--- src/rtl/dma_pkg.sv ---
// Shared types and default widths for the dma_copy block-move engine.
package dma_pkg;

  typedef enum logic [1:0] {
    IDLE  = 2'd0,
    READ  = 2'd1,
    WRITE = 2'd2,
    DONE  = 2'd3
  } dma_state_t;

  localparam int DMA_AW = 8;
  localparam int DMA_DW = 8;

endpackage

--- src/rtl/dma_copy.sv ---
// Byte-block copy engine that owns the data memory port while busy.
// Optional constant fill mode is enabled with DMA_COPY_FILL_EN.
module dma_copy
  import dma_pkg::*;
#(
  parameter int AW = DMA_AW,
  parameter int DW = DMA_DW
) (
  input  logic          clk,
  input  logic          reset,
  input  logic          start,
  input  logic [AW-1:0] src,
  input  logic [AW-1:0] dst,
  input  logic [AW-1:0] len,
`ifdef DMA_COPY_FILL_EN
  input  logic          fill,
  input  logic [DW-1:0] fill_val,
`endif
  input  logic [DW-1:0] mem_dat_out,
  output logic [AW-1:0] mem_addr,
  output logic [DW-1:0] mem_dat_in,
  output logic          mem_wr_en,
  output logic          busy,
  output logic          done
);

  localparam logic [1:0] S_IDLE  = IDLE;
  localparam logic [1:0] S_READ  = READ;
  localparam logic [1:0] S_WRITE = WRITE;
  localparam logic [1:0] S_DONE  = DONE;

  logic [1:0]    state_q,   state_d;
  logic [AW-1:0] src_ptr_q, src_ptr_d;
  logic [AW-1:0] dst_ptr_q, dst_ptr_d;
  logic [AW-1:0] remaining_q, remaining_d;
  logic [DW-1:0] buf_q,     buf_d;
`ifdef DMA_COPY_FILL_EN
  logic          fill_q,    fill_d;
`endif

  // NOTE: every variable gets a default before the case so no path leaves it
  // unassigned; otherwise synthesis infers a latch.
  always_comb begin
    state_d     = state_q;
    src_ptr_d   = src_ptr_q;
    dst_ptr_d   = dst_ptr_q;
    remaining_d = remaining_q;
    buf_d       = buf_q;
`ifdef DMA_COPY_FILL_EN
    fill_d      = fill_q;
`endif
    case (state_q)
      S_IDLE: begin
        if (start) begin
          src_ptr_d   = src;
          dst_ptr_d   = dst;
          remaining_d = len;
`ifdef DMA_COPY_FILL_EN
          fill_d      = fill;
          if (len == '0) begin
            state_d = S_DONE;
          end else if (fill) begin
            buf_d   = fill_val;
            state_d = S_WRITE;
          end else begin
            state_d = S_READ;
          end
`else
          state_d = (len == '0) ? S_DONE : S_READ;
`endif
        end
      end
      S_READ: begin
        buf_d     = mem_dat_out;
        src_ptr_d = src_ptr_q + 1'b1;
        state_d   = S_WRITE;
      end
      S_WRITE: begin
        dst_ptr_d   = dst_ptr_q + 1'b1;
        remaining_d = remaining_q - 1'b1;
        if (remaining_q == AW'(1)) begin
          state_d = S_DONE;
        end else begin
`ifdef DMA_COPY_FILL_EN
          state_d = fill_q ? S_WRITE : S_READ;
`else
          state_d = S_READ;
`endif
        end
      end
      default: state_d = S_IDLE;
    endcase
  end

  // Moore outputs: decoded only from registered state, never from start.
  always_comb begin
    mem_addr   = '0;
    mem_dat_in = '0;
    mem_wr_en  = 1'b0;
    busy       = (state_q != S_IDLE);
    done       = (state_q == S_DONE);
    case (state_q)
      S_READ:  mem_addr = src_ptr_q;
      S_WRITE: begin
        mem_addr   = dst_ptr_q;
        mem_dat_in = buf_q;
        mem_wr_en  = 1'b1;
      end
      default: ;
    endcase
  end

  // NOTE: state flops use non-blocking assignment so every flop samples the
  // pre-edge values, matching real hardware regardless of statement order.
  always_ff @(posedge clk) begin
    if (reset) begin
      state_q     <= S_IDLE;
      src_ptr_q   <= '0;
      dst_ptr_q   <= '0;
      remaining_q <= '0;
      buf_q       <= '0;
`ifdef DMA_COPY_FILL_EN
      fill_q      <= 1'b0;
`endif
    end else begin
      state_q     <= state_d;
      src_ptr_q   <= src_ptr_d;
      dst_ptr_q   <= dst_ptr_d;
      remaining_q <= remaining_d;
      buf_q       <= buf_d;
`ifdef DMA_COPY_FILL_EN
      fill_q      <= fill_d;
`endif
    end
  end

endmodule

--- config.mk ---
export PLATFORM = sky130hd
export DESIGN_NAME = dma_copy
export DESIGN_NICKNAME = d
export VERILOG_FILES = /design/src/rtl/dma_pkg.sv /design/src/rtl/dma_copy.sv
export SDC_FILE = /design/constraint.sdc
export NUM_CORES = 1
export LEC_CHECK = 0
export ABC_AREA = 1
export BUFFER_PORTS_ARGS = -buffer_cell sky130_fd_sc_hd__buf_2
export CORE_MARGIN = 8
export CORE_UTILIZATION = 45
export DETAILED_ROUTE_END_ITERATION = 10
export GPL_ROUTABILITY_DRIVEN = 0
export GPL_TIMING_DRIVEN = 0
export PLACE_DENSITY = 0.68
export SYNTH_ARGS = -nofsm -noshare
export SYNTH_HDL_FRONTEND = slang
export SYNTH_SLANG_ARGS = --single-unit
--- constraint.sdc ---
create_clock -name clk -period 1.5 [get_ports clk]
set_input_delay 0.15 -clock clk [delete_from_list [all_inputs] [get_ports clk]]
set_output_delay 0.15 -clock clk [all_outputs]
set_load 0.02 [all_outputs]
Word-level counts from Yosys, hierarchy flattened

Cells that the tools add are included.

Register bits after elaboration: 34
Output and inout port bits: 19
Logic and storage cells: 33
Input port bits: 35

Equal/unequal tests: 5
Mux-type cells: 13
Add/subtract/negate cells: 3
Reduce and logical (&&, ||, !) cells: 7

Operators by type and width:

| operator              | count |
|---|---|
| $pmux W8 S2           | 4 |
| $mux W8               | 4 |
| $add A8 B1 Y8 const B | 2 |
| $eq A8 B1 Y1 const B  | 1 |
| $logic_not A8 Y1      | 1 |
| $sub A8 B1 Y8 const B | 1 |
| $mux W2               | 3 |
| $pmux W2 S3           | 1 |
| $reduce_bool A2 Y1    | 3 |
| $eq A2 B2 Y1 const B  | 2 |
| $reduce_and A2 Y1     | 2 |
| $eq A2 B1 Y1 const B  | 1 |
| $logic_not A2 Y1      | 1 |
| $ne A2 B2 Y1 const B  | 1 |
| $mux W1               | 1 |

Longest topological paths before layout

Gate-level depths: netlist (run 1).

Depth after elaboration: 4
Mapped depth: 10
Mapped depth without buffers: 9

Worst setup path before layout (run 1)

No wires, ideal clock.

Kind: register to output
Start: register state_q[0]
End: output port mem_addr[4]
Path slack: -0.331 ns
Path buffers: 3
Data arrival time: 1.681 ns
Cell stages (with the launch flop): 8
Path through: dfxtp_1 inv_1 ha_1 buf_2 buf_2 buf_2 nand2_1 a21oi_1

Word-level cells in the longest chain between the ends: 2
Elaborated cells on any way between the ends: 3

Ends and longest elaborated chain:

| element                                             | line            | RTL |
|---|---|---|
| start, declared                                     | dma_copy.sv:32  | `logic [1:0] state_q, state_d;` |
| start signal, assigned                              | dma_copy.sv:126 | `state_q <= state_d;` |
| $eq A2 B2 Y1 / $eq A2 B1 Y1 (equally long branches) | dma_copy.sv:102 | `case (state_q)` |
| $pmux W8 S2 (*)                                     | dma_copy.sv:102 |  |
| end, declared                                       | dma_copy.sv:20  | `output logic [AW-1:0] mem_addr,` |

Mark *: on every way between the ends. The rest lies on a longest branch, timed or not.

Final worst setup path (run 1)

Start: register state_q[1]
End: output port mem_addr[0]

The elaborated chain is that of the path after synthesis.

==> impl_metrics.env, run 1 <==
export IMPL_outcome="finished with violations"
export IMPL_violations="negative setup slack"
export IMPL_yosysMostFrequentCell="nand2_1"
export IMPL_finalSetupTns_ns=-3.01
export IMPL_r2r_cells=10
export IMPL_synthFlopType="dfxtp_1"
export IMPL_insertion_delay_ns=0.30
export IMPL_synth_area_leaders="dfxtp_1, nand2_1, nor2_1"
export IMPL_vias=2449
export IMPL_initial_core_util=0.473
export IMPL_syn_area_per_cell_um2=6.35
export IMPL_min_period_over_period=1.16
export IMPL_p_per_area_mw_per_mm2=1690
export IMPL_start_kind="flip-flop"
export IMPL_syn_nets=372
export IMPL_syn_inst=329
export IMPL_dieWidth_um=84.1
export IMPL_total_power_mw=5.35
export IMPL_yosys_warnings=0
export IMPL_grt_pass1_vias=2315
export IMPL_rows=24
export IMPL_drv_cap=0
export IMPL_syn_to_final_growth_pct=51.0
export IMPL_place_worst_setup_slack_ns=-0.255
export IMPL_cp_slowest_cell="dfxtp_4"
export IMPL_cts_root_buf="clkbuf_8"
export IMPL_cts_sinks=34
export IMPL_nets=456
export IMPL_yosys_area_top_type="dfxtp_1"
export IMPL_wirelength_um=6800
export IMPL_drt_pass1_iter_count=4
export IMPL_finalHoldViolCount=0
export IMPL_slew_headroom=0.610
export IMPL_max_slew_worst_pin_slew_ns=0.585
export IMPL_clk_path_buf_depth=2
export IMPL_synthAdderAreaFrac=0.0479
export IMPL_antenna_found_initial=0
export IMPL_drive_gt1_frac=0.362
export IMPL_slew_violations=0
export IMPL_die_y_um=84.1
export IMPL_required_ns=1.35
export IMPL_drtAntennaViolNets=0
export IMPL_synth_xor_area_frac=0
export IMPL_setup_worst_path_end_class="primary output"
export IMPL_die_area_mm2=0.00708
export IMPL_drt_initial_drc_count=162
export IMPL_port_buffers=53
export IMPL_track_usage=0.181
export IMPL_synth_distinct_cells=26
export IMPL_synthTopCellsByCount="nand2_1, nor2_1, dfxtp_1, inv_1, a21oi_1"
export IMPL_pin_count=54
export IMPL_max_stage_delay_ns=0.39
export IMPL_synth_compound_area_frac=0.218
export IMPL_timing_hold_ws_ns=0.0749
export IMPL_routed_via_density=5.26
export IMPL_synthesis_area_mm2=0.00209
export IMPL_synth_top_family_by_area="simple AND/OR/NAND/NOR gates"
export IMPL_hold_path_endpoint="buf_q[4]$_SDFFE_PP0N_"
export IMPL_core_area_mm2=0.00441
export IMPL_synthMuxAreaShare=0
export IMPL_whs_path_depth=3
export IMPL_num_antenna_cells=0
export IMPL_p_leak_nw=1.53
export IMPL_synthArstFlopShare=0
export IMPL_overflow=0
export IMPL_fin_ws_ns=-0.241
export IMPL_criticalPathCategory="reg -> out"
export IMPL_htree_num_levels=2
export IMPL_path_cells="inv_4 -> ha_4 -> clkinvlp_4 -> a21oi_2 -> buf_6"
export IMPL_synth_edff_count=0
export IMPL_yosys_area_top_type_share=0.326
export IMPL_yosysSeqAreaShare=0.326
export IMPL_crit_path_max_fanout=8
export IMPL_cts_buffers=5
export IMPL_holdCritPathClass="in -> reg"
export IMPL_fin_crit_ns=1.74
export IMPL_hold_start="mem_dat_out[4]"
export IMPL_synth_seq_cells=34
export IMPL_setup_viol=24
export IMPL_arrival_ns=1.59
export IMPL_dp_hpwl_um=4490
export IMPL_grt_pass1_wl_um=10800
export IMPL_reg2reg_to="dst_ptr_q[6]$_SDFFE_PP0P_"
export IMPL_fin_skew_ns=0.00942
export IMPL_max_freq_mhz=574
export IMPL_drc_errors=0
export IMPL_rsz0062_at_grt="true"
export IMPL_grt_max_degree=11
export IMPL_vdd_drop_max_mv=1.10
export IMPL_clk_pin_slew_worst_paths_ns=0.07
export IMPL_r2r_start="state_q[0]$_SDFFE_PP0P_"
export IMPL_tritoncts="done"
export IMPL_r2r_slack_ns=-0.09
export IMPL_synthSimpleGateAreaFrac=0.300
export IMPL_routedWlPerCell_um=14.6
layout make-up:
cell class | count | area (µm²)
well taps | 52 | 65.1
multi-input cells | 244 | 1360
clock inverters | 1 | 30.0
inverters | 36 | 150
repair buffers | 78 | 641
fillers | 362 | 1260
clock buffers | 7 | 76.3
plain buffers | 14 | 151
flip-flops and latches | 34 | 686
how the worst max path moves through the flow:
| stage | from | endpoint | slack (ns) | cells after the start |
|---|---|---|---|---|
| 2_1_floorplan | state_q[1]$_SDFFE_PP0P_ | dst_ptr_q[2]$_SDFFE_PP0P_ | 0.0004 | 7 |
| 3_3_place_gp | state_q[1]$_SDFFE_PP0P_ | mem_addr[4] | -0.25 | 7 |
| 4_1_cts | state_q[1]$_SDFFE_PP0P_ | mem_addr[1] | -0.20 | 5 |
| 3_5_place_dp | state_q[1]$_SDFFE_PP0P_ | mem_addr[4] | -0.26 | 7 |
| 6_report | state_q[1]$_SDFFE_PP0P_ | mem_addr[0] | -0.24 | 5 |
| 5_1_grt | state_q[1]$_SDFFE_PP0P_ | mem_addr[6] | -0.31 | 5 |
state kept, by name, summed over array words and instances (netlist names):
signal / flops
buf_q: 8
state_q: 2
remaining_q: 8
src_ptr_q: 8
dst_ptr_q: 8
timing repair:
| action | 4_1_cts | 5_1_grt |
|---|---|---|
| endpoints found under the setup margin | 50 | 43 |
| resized for setup | 53 | 57 |
| buffers inserted | 14 | 8 |
| cloned | 0 | 3 |
| pin swaps | 6 | 14 |
| hold buffers | 0 | 0 |
critical path: cells and delay by family, from the launching register on:
kind                     cells  cell delay [ns]
adder cells (fa/ha/maj)      1             0.27
buffers and inverters        3             0.42
AO/OA/AOI/OAI                1             0.23
flip-flops                   1             0.39
layout by cell type (no fill, tap or decap), drive strengths merged:
cell type,count
nand2,84
buf,83
nor2,51
o21ai,36
dfxtp,34
inv,34
a21oi,25
nand3,16
clkbuf,16
a31oi,8
ha,8
nor3,5
a211oi,3
o211ai,3
clkinvlp,2
o21a,2
o21bai,1
nand4,1
or2,1
bufinv,1
through the flow:
step	instance area, µm²	std cells	utilization
global route	3160	466	0.715
floorplan	2140	329	-
global placement	2470	434	0.560
finish	3160	466	0.715
detailed placement	2470	434	0.560
CTS	2860	455	0.649
power breakdown:
part,total [mW],internal [mW],switching [mW]
sequential,1.53,1.22,0.308
clock,0.855,0.497,0.357
combinational,2.97,1.36,1.60
total,5.35,3.08,2.27
routing by layer:
metal | vias up | routed length (µm) | global-route usage
li1 | 1239 | - | -
met4 | 0 | 80 | 0.0440
met2 | 63 | 3330 | 0.297
met3 | 10 | 487 | 0.0667
met1 | 1137 | 2910 | 0.217
met5 | - | 0 | 0
logic make-up (layout without fill, tap and decap cells):
logic type	count (synthesis)	after routing
buffers and inverters	51	136
AND/OR/NAND/NOR	158	158
adder cells (fa/ha/maj)	8	8
AO/OA/AOI/OAI	78	78
flip-flops	34	34
No activity file was read; power rests on OpenSTA's default activity.
==> run 2, diff against run 1 <==
--- a/config.mk
+++ b/config.mk
@@ -5,7 +5,6 @@
 export SDC_FILE = /design/constraint.sdc
 export NUM_CORES = 1
 export LEC_CHECK = 0
-export ABC_AREA = 1
 export BUFFER_PORTS_ARGS = -buffer_cell sky130_fd_sc_hd__buf_2
 export CORE_MARGIN = 8
 export CORE_UTILIZATION = 45
==> impl_metrics.env, run 2 <==
export IMPL_grt_pass1_wl_um=11000
export IMPL_track_usage=0.192
export IMPL_crit_path_max_fanout=6
export IMPL_yosys_area_top_type_share=0.323
export IMPL_dieWidth_um=84.4
export IMPL_routed_via_density=5.96
export IMPL_rows=25
export IMPL_cts_buffers=5
export IMPL_crit_start="state_q[1]$_SDFFE_PP0P_"
export IMPL_setup_viol=35
export IMPL_synthesis_area_mm2=0.00211
export IMPL_syn_inst=270
export IMPL_fin_crit_ns=1.71
export IMPL_slew_headroom=0.456
export IMPL_layout_commonest_cell="buf_2"
export IMPL_antenna_found_initial=0
export IMPL_holdCritPathClass="in -> reg"
export IMPL_yosysMostFrequentCell="dfxtp_1"
export IMPL_drt_initial_drc_count=179
export IMPL_gr_usage_met1=0.234
export IMPL_pin_count=54
export IMPL_drtAntennaViolNets=0
export IMPL_arrival_ns=1.56
export IMPL_yosys_area_top_type="dfxtp_1"
export IMPL_fin_skew_ns=0.0123
export IMPL_drv_cap=0
export IMPL_initial_core_util=0.455
export IMPL_synthArstFlopShare=0
export IMPL_overflow=0
export IMPL_die_y_um=84.4
export IMPL_port_buffers=52
export IMPL_die_area_mm2=0.00713
export IMPL_vias=2496
export IMPL_final_util=0.755
export IMPL_yosysSeqAreaShare=0.323
export IMPL_violations="negative setup slack"
export IMPL_synth_edff_count=0
export IMPL_drive_gt1_frac=0.540
export IMPL_wirelength_um=8080
export IMPL_synthTopCellsByCount="dfxtp_1, nor2_1, a21oi_1"
export IMPL_synth_area_leaders="dfxtp_1, a21oi_1, mux2i_1"
export IMPL_setup_worst_path_end_class="primary output"
export IMPL_slew_violations=0
export IMPL_max_freq_mhz=584
export IMPL_grt_pass1_vias=2182
export IMPL_dp_hpwl_um=4570
export IMPL_required_ns=1.35
export IMPL_max_slew_worst_pin_slew_ns=0.816
export IMPL_use_met3=0.0449
export IMPL_grt_max_degree=12
export IMPL_syn_to_final_growth_pct=65.9
export IMPL_outcome="finished with violations"
export IMPL_criticalPathCategory="reg -> out"
export IMPL_p_per_area_mw_per_mm2=931
export IMPL_clk_path_buf_depth=2
export IMPL_tritoncts="done"
export IMPL_syn_nets=313
export IMPL_cts_root_buf="clkbuf_8"
export IMPL_finalHoldViolCount=0
export IMPL_yosys_warnings=0
export IMPL_syn_area_per_cell_um2=7.80
export IMPL_start_kind="flip-flop"
export IMPL_final_cell_mix="buf_2, dfxtp_1, nor2_1, buf_6, buf_4"
export IMPL_vdd_drop_max_mv=0.608
export IMPL_p_leak_nw=1.40
export IMPL_htree_num_levels=2
export IMPL_hold_start="mem_dat_out[4]"
export IMPL_place_worst_setup_slack_ns=-0.233
export IMPL_drc_errors=0
export IMPL_rsz0062_at_grt="true"
export IMPL_gr_max_usage_layer="met2"
export IMPL_cts_sinks=34
export IMPL_num_antenna_cells=0
export IMPL_drt_pass1_iter_count=4
export IMPL_min_period_over_period=1.14
export IMPL_nets=407
export IMPL_clk_pin_slew_worst_paths_ns=0.09
export IMPL_r2r_start="state_q[1]$_SDFFE_PP0P_"
export IMPL_total_power_mw=3.25
export IMPL_synth_seq_cells=34
export IMPL_synthFlopType="dfxtp_1"
export IMPL_insertion_delay_ns=0.30
export IMPL_timing_hold_ws_ns=0.0987
export IMPL_fin_ws_ns=-0.212
export IMPL_synth_distinct_cells=43
export IMPL_grt_use_met2=0.318
export IMPL_routedWlPerCell_um=19.3
export IMPL_core_area_mm2=0.00463
## run 2: worst paths after layout
path                               end  slack [ns]  cells after the start
max                        mem_addr[3]       -0.21                      7
min              buf_q[4]$_SDFFE_PP0N_         0.1                      3
max reg2reg  dst_ptr_q[5]$_SDFFE_PP0P_       -0.16                      8
min reg2reg      buf_q[3]$_SDFFE_PP0N_        0.50                      2
## run 2: critical path, stage by stage (launching register included)
cell and delay (ns):
dfxtp_2 0.35, buf_6 0.12, ha_4 0.16, buf_8 0.14, clkbuf_16 0.15, a22oi_2 0.15
nor2b_2 0.07, buf_6 0.13
## run 2: kinds of logic after synthesis
group,count (synthesis),share of synthesized area
fa+ha+maj,8,0.0475
compound gates,84,0.261
buf+inv,31,0.0677
flops,34,0.323
mux,12,0.0570
simple gates,101,0.244
## run 2: where the power goes
| group | internal, mW | total [mW] | switching [mW] |
|---|---|---|---|
| clock network | 0.489 | 0.859 | 0.369 |
| logic | 0.640 | 1.26 | 0.625 |
| registers | 1.00 | 1.13 | 0.127 |
| total | 2.13 | 3.25 | 1.12 |
## run 2: timing repair
item | 4_1_cts | 5_1_grt
pin swaps | 19 | 33
buffers inserted | 18 | 12
cloned | 2 | 3
gates resized for setup | 100 | 73
setup endpoints to repair | 48 | 49
hold buffers | 0 | 0
## run 2: metal layers
layer	share of wire	wire length (µm)
met5	0	0
met4	0.022	174
met3	0.072	579
met2	0.51	4120
met1	0.40	3210
## run 2: layout make-up
class                           count  area (µm²)
Inverter                           13        53.8
Timing Repair Buffer               87         694
Sequential cell                    34         697
Buffer                             18         204
Fill cell                         294        1130
Clock inverter                      3        40.0
Multi-Input combinational cell    205        1670
Clock buffer                        5        68.8
Tap cell                           54        67.6
## run 2: metrics by stage
stage               std cells  TNS, ns  area, µm²
global placement          376    -5.67       2460
floorplan                 270  -0.0968       2130
finish                    419    -4.19       3490
global route              419    -5.73       3490
detailed placement        376    -7.11       2460
CTS                       404    -2.61       3080
==> run 3, diff against run 2 <==
--- a/config.mk
+++ b/config.mk
@@ -8,10 +8,11 @@
 export BUFFER_PORTS_ARGS = -buffer_cell sky130_fd_sc_hd__buf_2
 export CORE_MARGIN = 8
 export CORE_UTILIZATION = 45
+export CTS_CLUSTER_SIZE = 28
 export DETAILED_ROUTE_END_ITERATION = 10
 export GPL_ROUTABILITY_DRIVEN = 0
 export GPL_TIMING_DRIVEN = 0
-export PLACE_DENSITY = 0.68
+export PLACE_DENSITY = 0.72
 export SYNTH_ARGS = -nofsm -noshare
 export SYNTH_HDL_FRONTEND = slang
 export SYNTH_SLANG_ARGS = --single-unit
==> impl_metrics.env, run 3 (same netlist as run 2, synthesis figures left out) <==
export IMPL_max_stage_delay_ns=0.35
export IMPL_grt_pass1_vias=2323
export IMPL_cp_slowest_cell="dfxtp_2"
export IMPL_finalHoldViolCount=0
export IMPL_r2r_start="state_q[1]$_SDFFE_PP0P_"
export IMPL_die_area_mm2=0.00713
export IMPL_vias=2359
export IMPL_fin_cells=407
export IMPL_outcome="finished with violations"
export IMPL_cts_buffers=5
export IMPL_crit_path_max_fanout=8
export IMPL_vdd_drop_max_mv=0.580
export IMPL_p_per_area_mw_per_mm2=926
export IMPL_rsz0062_at_grt="true"
export IMPL_track_usage=0.193
export IMPL_initial_core_util=0.455
export IMPL_grt_pass1_wl_um=11400
export IMPL_setup_viol=37
export IMPL_p_leak_nw=1.29
export IMPL_criticalPathCategory="reg -> out"
export IMPL_drc_errors=0
export IMPL_fin_crit_ns=1.67
export IMPL_clk_pin_slew_worst_paths_ns=0.07
export IMPL_drt_initial_drc_count=257
export IMPL_syn_to_final_growth_pct=50.2
export IMPL_cts_sinks=34
export IMPL_min_period_over_period=1.12
export IMPL_violations="negative setup slack"
export IMPL_wirelength_um=7310
export IMPL_htree_num_levels=2
export IMPL_dp_hpwl_um=4440
export IMPL_arrival_ns=1.52
export IMPL_drtAntennaViolNets=0
export IMPL_fin_ws_ns=-0.173
export IMPL_clk_path_buf_depth=2
export IMPL_max_freq_mhz=598
export IMPL_fin_skew_ns=0.00326
export IMPL_drt_pass1_iter_count=4
export IMPL_die_y_um=84.4
export IMPL_port_buffers=52
export IMPL_core_area_mm2=0.00463
export IMPL_hold_start="mem_dat_out[4]"
export IMPL_insertion_delay_ns=0.29
export IMPL_pin_count=54
export IMPL_finalSetupTns_ns=-3.79
export IMPL_dieWidth_um=84.4
export IMPL_slew_violations=0
export IMPL_drive_gt1_frac=0.439
export IMPL_num_antenna_cells=0
export IMPL_path_cells="inv_2 -> ha_4 -> buf_8 -> buf_8 -> a22oi_2 -> nor2b_2 -> buf_6"
export IMPL_routed_via_density=5.80
export IMPL_setup_worst_path_end_class="primary output"
export IMPL_drv_cap=0
export IMPL_layout_commonest_cell="buf_2"
export IMPL_slew_headroom=0.476
export IMPL_rows=25
export IMPL_dp_cells=376
export IMPL_required_ns=1.35
export IMPL_cpMostUsedCell="buf_8"
export IMPL_timing_hold_ws_ns=0.0953
export IMPL_cts_root_buf="clkbuf_8"
export IMPL_crit_start="state_q[1]$_SDFFE_PP0P_"
export IMPL_max_slew_worst_pin_slew_ns=0.786
export IMPL_start_kind="flip-flop"
export IMPL_routedWlPerCell_um=18.0
export IMPL_holdCritPathClass="in -> reg"
export IMPL_overflow=0
export IMPL_antenna_found_initial=0
export IMPL_nets=395
export IMPL_tritoncts="done"
export IMPL_grt_max_degree=11
export IMPL_final_cell_mix="buf_2, dfxtp_1, nor2_1, a21oi_1, nand2_1"
export IMPL_final_util=0.684
[run 3: cell type report]
| cell class | count | area, µm² |
|---|---|---|
| plain buffers | 18 | 179 |
| clock buffers | 7 | 86.3 |
| clock inverters | 1 | 5.00 |
| fillers | 373 | 1470 |
| inverters | 13 | 51.3 |
| multi-input cells | 205 | 1540 |
| flip-flops and latches | 34 | 688 |
| well taps | 54 | 67.6 |
| repair buffers | 75 | 548 |
[run 3: report_power, final]
group	internal, mW	leakage, nW	switching, mW	total (mW)
clock network	0.371	0.0482	0.350	0.721
logic	0.535	0.957	0.550	1.09
registers	1.00	0.281	0.120	1.12
[run 3: timing repair]
item                       CTS  global route
setup endpoints to repair   48            45
cloned                       3             1
hold buffers                 0             0
buffers inserted            17             2
pin swaps                   20            10
gates resized for setup     88            22
[run 3: through the flow]
stage	setup slack (ns)	total power, mW	area (µm²)
after floorplan	-0.0127	1.62	2130
after global placement	-0.253	1.82	2460
after detailed placement	-0.227	1.83	2460
after CTS	-0.156	2.79	3020
after global routing	-0.216	3.06	3160
final	-0.173	2.93	3160
[run 3: path summary, 6_finish.rpt]
| path | depth (start not counted) | slack, ns | end |
|---|---|---|---|
| setup / recovery | 7 | -0.17 | mem_addr[7] |
| hold / removal | 3 | 0.1 | buf_q[4]$_SDFFE_PP0N_ |
| setup reg to reg | 8 | -0.15 | state_q[1]$_SDFFE_PP0P_ |
| hold reg to reg | 2 | 0.49 | remaining_q[7]$_SDFFE_PP0P_ |
[run 3: layer usage]
layer  track usage  share of wire  vias to the layer above
li1              -              -                     1136
met5             0              0                        -
met3        0.0498          0.057                       19
met2         0.319           0.51                       76
met4        0.0615          0.022                        0
met1         0.238           0.41                     1128
[run 3: worst max-delay path, delay by kind of cell, from the launching register on]
family / cells / cell delay (ns)
AND/OR/NAND/NOR: 1 / 0.07
buffers and inverters: 4 / 0.46
adder cells (fa/ha/maj): 1 / 0.17
AO/OA/AOI/OAI: 1 / 0.18
flip-flops: 1 / 0.35
